**src/rtl/mem_sram_ctrl.sv**
```systemverilog
// Memory-stage controller that splits each 32-bit load/store into two 16-bit
// SRAM phases (low then high half-word) and freezes the pipeline meanwhile.
module mem_sram_ctrl #(
    parameter int unsigned SRAM_WAIT = 2,          // cycles per half-word phase, 1..7
    parameter logic [31:0] BASE_ADDR = 32'd1024
) (
    input  logic        clk,
    input  logic        rst,
    input  logic        rd_en,
    input  logic        wr_en,
    input  logic [31:0] address,
    input  logic [31:0] write_data,
    output logic [31:0] read_data,
    output logic        ready,
    output logic [17:0] sram_addr,
    output logic [15:0] sram_dq_out,
    output logic        sram_dq_oe,
    input  logic [15:0] sram_dq_in,
    output logic        sram_we_n
);

    localparam int unsigned CNT_W  = 3;
    localparam int unsigned HW_AW  = 18;
    localparam int unsigned WIDX_W = 17;
    localparam logic [CNT_W-1:0] CNT_LAST = CNT_W'(SRAM_WAIT - 1);

    localparam logic [1:0] ST_IDLE = 2'd0;
    localparam logic [1:0] ST_LO   = 2'd1;
    localparam logic [1:0] ST_HI   = 2'd2;
    localparam logic [1:0] ST_DONE = 2'd3;

    logic [1:0]        state_q, state_d;
    logic [CNT_W-1:0]  cnt_q, cnt_d;
    logic              wr_q, wr_d;
    logic [31:0]       addr_q, addr_d;
    logic [31:0]       data_q, data_d;
    logic [31:0]       rdata_q, rdata_d;
    logic [HW_AW-1:0]  sram_addr_q, sram_addr_d;
    logic [15:0]       dq_out_q, dq_out_d;
    logic              dq_oe_q, dq_oe_d;
    logic              we_n_q, we_n_d;
    logic [WIDX_W-1:0] word_idx;

    // Stall whenever a request is present, except in the single DONE cycle.
    assign ready = ~((rd_en | wr_en) & (state_q != ST_DONE));

    assign read_data   = rdata_q;
    assign sram_addr   = sram_addr_q;
    assign sram_dq_out = dq_out_q;
    assign sram_dq_oe  = dq_oe_q;
    assign sram_we_n   = we_n_q;

    // Sequencing: latch the op in IDLE, then LO and HI phases of SRAM_WAIT cycles each.
    always_comb begin
        state_d = state_q;
        cnt_d   = cnt_q;
        wr_d    = wr_q;
        addr_d  = addr_q;
        data_d  = data_q;
        rdata_d = rdata_q;
        case (state_q)
            ST_IDLE: begin
                if (rd_en | wr_en) begin
                    state_d = ST_LO;
                    cnt_d   = '0;
                    wr_d    = wr_en;
                    addr_d  = address;
                    data_d  = write_data;
                end
            end
            ST_LO: begin
                if (cnt_q == CNT_LAST) begin
                    if (!wr_q) rdata_d[15:0] = sram_dq_in;
                    state_d = ST_HI;
                    cnt_d   = '0;
                end else begin
                    cnt_d = cnt_q + 3'd1;
                end
            end
            ST_HI: begin
                if (cnt_q == CNT_LAST) begin
                    if (!wr_q) rdata_d[31:16] = sram_dq_in;
                    state_d = ST_DONE;
                    cnt_d   = '0;
                end else begin
                    cnt_d = cnt_q + 3'd1;
                end
            end
            ST_DONE: state_d = ST_IDLE;
            default: state_d = ST_IDLE;
        endcase
    end

    // SRAM pins are decoded from the next state so they line up with the phase itself.
    always_comb begin
        sram_addr_d = '0;
        dq_out_d    = '0;
        dq_oe_d     = 1'b0;
        we_n_d      = 1'b1;
        word_idx    = WIDX_W'((addr_d - BASE_ADDR) >> 2);
        if (state_d == ST_LO || state_d == ST_HI) begin
            sram_addr_d = {word_idx, (state_d == ST_HI)};
            if (wr_d) begin
                we_n_d   = 1'b0;
                dq_oe_d  = 1'b1;
                dq_out_d = (state_d == ST_HI) ? data_d[31:16] : data_d[15:0];
            end
        end
    end

    always_ff @(posedge clk or negedge rst) begin
        if (!rst) begin
            state_q     <= ST_IDLE;
            cnt_q       <= '0;
            wr_q        <= 1'b0;
            addr_q      <= '0;
            data_q      <= '0;
            rdata_q     <= '0;
            sram_addr_q <= '0;
            dq_out_q    <= '0;
            dq_oe_q     <= 1'b0;
            we_n_q      <= 1'b1;
        end else begin
            state_q     <= state_d;
            cnt_q       <= cnt_d;
            wr_q        <= wr_d;
            addr_q      <= addr_d;
            data_q      <= data_d;
            rdata_q     <= rdata_d;
            sram_addr_q <= sram_addr_d;
            dq_out_q    <= dq_out_d;
            dq_oe_q     <= dq_oe_d;
            we_n_q      <= we_n_d;
        end
    end

endmodule
```
**config.mk**
```make
export PLATFORM = sky130hd
export DESIGN_NAME = mem_sram_ctrl
export DESIGN_NICKNAME = d
export VERILOG_FILES = /design/src/rtl/mem_sram_ctrl.sv
export SDC_FILE = /design/constraint.sdc
export NUM_CORES = 1
export LEC_CHECK = 0
export BUFFER_PORTS_ARGS = -buffer_cell sky130_fd_sc_hd__buf_4
export CORE_MARGIN = 2
export CORE_UTILIZATION = 43
export CTS_CLUSTER_DIAMETER = 150
export CTS_CLUSTER_SIZE = 16
export DETAILED_ROUTE_END_ITERATION = 6
export GPL_TIMING_DRIVEN = 0
export MAX_ROUTING_LAYER = met4
export PLACE_DENSITY = 0.66
export SLEW_MARGIN = 20
export SYNTH_ARGS = -nofsm -noshare
export SYNTH_HDL_FRONTEND = slang
export SYNTH_SLANG_ARGS = --single-unit
```
**constraint.sdc**
```tcl
create_clock -name clk -period 4 [get_ports clk]
set_clock_uncertainty 0.15 [all_clocks]
set_input_delay 0.8 -clock clk [delete_from_list [all_inputs] [get_ports clk]]
set_output_delay 0.8 -clock clk [all_outputs]
set_load 0.01 [all_outputs]
```
==> impl_metrics.tcl, run 1 <==
set metrics [dict create \
    h-tree-depth 4 \
    path_max_fanout 10 \
    wire_per_inst_um 15.3 \
    synth-seq-area-share_pct 61.1 \
    clkSinkCount 123 \
    p_leak_uw 0.00326 \
    dp.cells 652 \
    slew_violations 0 \
    clock_latency_ns 0.41 \
    die_area_mm2 0.0126 \
    rsz0062_at_grt "no" \
    synth_edf_count 0 \
    synth-seq-cells 123 \
    finalSetupTns_ns 0 \
    cp.required_ns 4.17 \
    synth_cell_types 42 \
    synthesis.nets 463 \
    max_slew_margin_pct 65.1 \
    postCtsHoldBufs 0 \
    io_pins 153 \
    yosys.area.top_type "dfrtp_1" \
    yosysMostFrequentCell "dfrtp_1" \
    postCtsSetupRepairBufs 0 \
    finalCritPeriodShare_pct 85.4 \
    final_cells 684 \
    rows 39 \
    viasPerCell 4.87 \
    yosys_most_used_dff "dfrtp_1" \
    multiInputGateArea_mm2 0.00181 \
    nets 620 \
    routabilityCongestion 0.778 \
    synthCells 371 \
    die_w_um 112 \
    min_path_type "in2async" \
    synth_mux_area_share_pct 19.2 \
    drc_errors 0 \
    netlist_area_mm2 0.00504 \
    synth_top_family_by_area "multiplexers" \
    antenna_found_initial 0 \
    root_buffer "clkbuf_16" \
    yosys-top-cells-area "dfrtp_1 61%, mux2_2 17%, a21boi_0 2.5%" \
    diodes 0 \
    synth_compound_area_share_pct 5.61 \
    crit_path_end_kind "register" \
    syn2layout_area_growth_pct 36.1 \
    final.setup.worst_slack_ns 0.582 \
    cts_buffers 17 \
    worstSetupStartpointType "register" \
    path_class "reg2reg" \
    grt_max_degree 69 \
    post-place-ws_ns 0.115 \
    start_util_pct 44.1 \
    cap_violations 0 \
    finalHoldViolCount 0 \
    synth-async-reset-ratio_pct 100 \
    yosys_warnings 0 \
    drive_gt1_share_pct 48.6 \
    max_clock_freq_mhz 293 \
    setup_viol 0 \
    first_pass_iters 4 \
    die_h_um 112 \
    cts_tree "built" \
    clk_pin_slew_ns 0.05 \
    cts_resized 0 \
    wl_um 10500 \
    tightest_slew_ns 0.524 \
    synth_xor_area_share_pct 0.348 \
    arrival_ns 3.58 \
    power_density_mw_per_mm2 868 \
    route.vias.total 3330 \
    synth-simple-area-share_pct 8.72 \
    area.sequential_mm2 0.00308 \
    period_minus_slack_ns 3.42 \
    ir_drop_uv 491 \
    synth_fa_ha_area_share_pct 1.99 \
    outcome "finished, final reports clean" \
    first_global_vias 3531 \
    synth_area_per_cell_um2 13.6 \
    drtAntennaViolNets 0 \
    coreArea_mm2 0.0114 \
    port_buffers 137 \
    dp_hpwl_um 7520 \
    drt_iter0_drc 151 \
    cts_buffer_depth 2 \
    fill_cells 930 \
    grt_usage_pct 18.1 \
    synthTopCellsByCount "122 x dfrtp_1, 78 x mux2_2, 19 x nand2_1, 19 x nand2b_1, 17 x a21boi_0" \
    grt_overflow 0 \
    synth_top_area_share_pct 60.6 \
    grt_pass1_wl_um 17100 \
]
[path summary, 6_finish.rpt]
| path | start | endpoint | slack, ns | cells past startpoint |
|---|---|---|---|---|
| max reg2reg | cnt_q[0] | sram_dq_out[12] | 0.58 | 12 |
| min in group clk | addr_q[8] | addr_q[8] | 0.34 | 1 |
| max in group asynchronous | rst | sram_we_n | 2.76 | 2 |
| max | cnt_q[0] | sram_dq_out[12] | 0.58 | 12 |
| min reg2reg | addr_q[8] | addr_q[8] | 0.34 | 1 |
| min | rst | read_data[1] | 0.20 | 1 |
[through the flow]
stage                     hold slack, ns  utilization (%)  area (um^2)  power [uW]
after floorplan                    0.313                -         5040        3610
after global placement             0.324             54.7         6240        4450
after detailed placement           0.330             55.0         6280        4540
after CTS                          0.209             60.1         6860        6060
after global routing               0.230             60.1         6860        6370
final                              0.198             60.1         6860        5950
[sequential cells by signal (all words and copies together) (netlist names)]
name         count
data_q          32
sram_we_n        1
read_data       32
addr_q          17
sram_dq_oe       1
wr_q             1
sram_dq_out     16
state_q          2
cnt_q            3
sram_addr       18
[cells in the final DEF (no fill, tap or decap), types with 2 or more instances in the layout]
master	n
clkbuf_1	10
o21a_1	2
or2_2	3
mux2i_1	9
buf_6	5
nand2b_1	19
dfrtp_1	122
ha_1	8
mux2_2	78
and2_1	10
clkbuf_8	4
o21ai_0	5
a21boi_0	17
xnor2_1	2
a21o_1	2
inv_1	12
nand3_1	3
bufinv_16	2
clkinv_2	6
a21oi_1	7
nor2_1	12
buf_4	138
nand2_1	19
nor3_1	4
nand2_2	2
clkbuf_16	17
buf_2	3
[routing by layer]
| layer | GRT usage (%) | wire length, um | vias up | share of wire [%] |
|---|---|---|---|---|
| met5 | - | 0 | - | 0 |
| met4 | 7.56 | 191 | 0 | 1.8 |
| met3 | 5.94 | 696 | 19 | 6.7 |
| met2 | 27.6 | 4960 | 109 | 47 |
| met1 | 22.2 | 4620 | 1620 | 44 |
| li1 | - | - | 1582 | - |
[critical path: stages, from the launching register on]
cell,delay [ns]
dfrtp_1,0.32
buf_4,0.14
or3b_4,0.41
a21oi_1,0.17
nor2_1,0.06
a211oi_1,0.26
ha_1,0.29
clkbuf_1,0.23
inv_1,0.16
and2_1,0.13
clkbuf_1,0.35
clkbuf_1,0.39
a21boi_0,0.26
[power by group]
| part | total [uW] | leakage (uW) | internal [uW] | switching [uW] |
|---|---|---|---|---|
| combinational | 2430 | 0.00147 | 1260 | 1170 |
| sequential | 2040 | 0.00149 | 1830 | 210 |
| clock | 1480 | 0.000294 | 975 | 505 |
[final cells by class]
type,instances,area share (%)
inverters,12,0.657
repair buffers,138,15.5
clock inverters,8,1.31
flip-flops and latches,123,44.9
plain buffers,17,1.53
clock buffers,24,7.17
multi-input cells,219,26.4
well taps,143,2.61
[kinds of logic (layout without fill, tap and decap cells)]
logic type / after synthesis / in the layout
muxes: 87 / 87
and+or+nand+nor: 82 / 82
DFF: 123 / 123
adders and majority gates: 8 / 8
xor gates and xnor gates: 2 / 2
buffers and inverters: 29 / 199
AOI/OAI and AO/OA: 40 / 40
(Power assumes the default switching activity.)
==> inputs of run 2 (changes only) <==
--- a/config.mk
+++ b/config.mk
@@ -11,10 +11,11 @@
 export CTS_CLUSTER_DIAMETER = 150
 export CTS_CLUSTER_SIZE = 16
 export DETAILED_ROUTE_END_ITERATION = 6
-export GPL_TIMING_DRIVEN = 0
+export GPL_TIMING_DRIVEN = 1
 export MAX_ROUTING_LAYER = met4
 export PLACE_DENSITY = 0.66
 export SLEW_MARGIN = 20
 export SYNTH_ARGS = -nofsm -noshare
 export SYNTH_HDL_FRONTEND = slang
 export SYNTH_SLANG_ARGS = --single-unit
+export TNS_END_PERCENT = 1
==> run 2 against run 1 <==
  * Hold slack improved by 0.13 ns
  * Final cell count decreased by 1.9%
  * Clock power increased by 5%
  * Routed wire length decreased by 2.2%
  * Worst setup slack improved by 0.40 ns
  * Critical endpoint is now sram_dq_out[11]
==> impl_metrics.tcl, run 2 (synthesis results as in run 1) <==
set metrics [dict create \
    grt_max_degree 66 \
    min_path_type "in2async" \
    root_buffer "clkbuf_16" \
    port_buffers 137 \
    final_util_pct 59.6 \
    grt_overflow 0 \
    routabilityCongestion 0.878 \
    cap_violations 0 \
    start_util_pct 44.1 \
    cts_buffers 17 \
    cts_resized 0 \
    wire_per_inst_um 15.2 \
    wl_um 10200 \
    dp.cells 639 \
    path_class "reg2reg" \
    r2r_cells 9 \
    clkSinkCount 123 \
    h-tree-depth 4 \
    cts_buffer_depth 2 \
    setup_viol 0 \
    diodes 0 \
    final_cells 671 \
    die_h_um 112 \
    layout_commonest_cell "buf_4" \
    finalCritPeriodShare_pct 75.4 \
    power_density_mw_per_mm2 878 \
    cp.required_ns 4.16 \
    drtAntennaViolNets 0 \
    tightest_slew_ns 0.850 \
    route.vias.total 3300 \
    p_total_uw 5980 \
    first_pass_iters 4 \
    max_slew_margin_pct 43.3 \
    drt_iter0_drc 143 \
    cts_tree "built" \
    p_leak_uw 0.00323 \
    clock_latency_ns 0.40 \
    worstSetupStartpointType "register" \
    whs_ns 0.324 \
    crit_start "cnt_q[0]" \
    rsz0062_at_grt "no" \
    io_pins 153 \
    r2r_start "cnt_q[0]" \
    dr_wl_met2_um 4900 \
    grt_pass1_wl_um 17000 \
    outcome "finished, final reports clean" \
    dr_wl_met3_um 588 \
    first_global_vias 3544 \
    nets 607 \
    finalSetupTns_ns 0 \
    viasPerCell 4.92 \
    clk_pin_slew_ns 0.05 \
    coreArea_mm2 0.0114 \
    die_w_um 112 \
    path_max_fanout 18 \
    drc_errors 0 \
    grt_usage_pct 18.0 \
    highest_layer "met4" \
    finalHoldViolCount 0 \
    postCtsSetupRepairBufs 0 \
    wl_met1_um 4570 \
    drive_gt1_share_pct 48.7 \
    period_minus_slack_ns 3.02 \
    rows 39 \
    postCtsHoldBufs 0 \
    ir_drop_uv 447 \
    fill_cells 942 \
    crit_path_end_kind "register" \
    slew_violations 0 \
    max_clock_freq_mhz 332 \
    dp_hpwl_um 7120 \
    syn2layout_area_growth_pct 35.1 \
    arrival_ns 3.18 \
    die_area_mm2 0.0126 \
    final_cell_mix "141 x buf_4, 122 x dfrtp_1, 78 x mux2_2" \
    antenna_found_initial 0 \
]
-- run 2: area by class of cell --
cell class	count	area [um^2]	share of cell area, %
inverters	12	45.0	0.662
clock inverters	6	109	1.60
clock buffers	26	509	7.48
multi-input cells	219	1810	26.6
flip-flops and latches	123	3080	45.2
well taps	143	179	2.63
repair buffers	142	1080	15.8
-- run 2: critical path, cell delays in order (launching register included) --
cell and delay (ns):
dfrtp_1 0.47, or3b_4 0.44, a21oi_1 0.15, nor2_1 0.05, a211oi_1 0.28, ha_1 0.42
inv_1 0.32, and2_1 0.18, buf_4 0.22, a21boi_0 0.24
-- run 2: where the power goes --
part / internal (uW) / switching, uW
clock: 1060 / 503
sequential: 1830 / 223
combinational: 1230 / 1130
-- run 2: metrics by stage --
stage                     instance area, um^2  setup slack, ns
after floorplan                          5040             1.05
after global placement                   6190            0.803
after detailed placement                 6190            0.677
after CTS                                6810            0.967
after global routing                     6810            0.656
final                                    6810            0.985
-- run 2: layer usage --
metal | vias up | track usage [%]
li1 | 1555 | -
met1 | 1628 | 22.0
met2 | 103 | 27.8
met3 | 14 | 5.24
met4 | 0 | 8.21
met5 | - | -
-- run 2: worst paths after layout --
kind                                   end  slack [ns]
min                           read_data[2]        0.32
min reg2reg                      addr_q[9]        0.34
max in group asynchronous   sram_dq_out[7]        2.58
max reg2reg                sram_dq_out[11]        0.98
max                        sram_dq_out[11]        0.98
min in group clk                 addr_q[9]        0.34
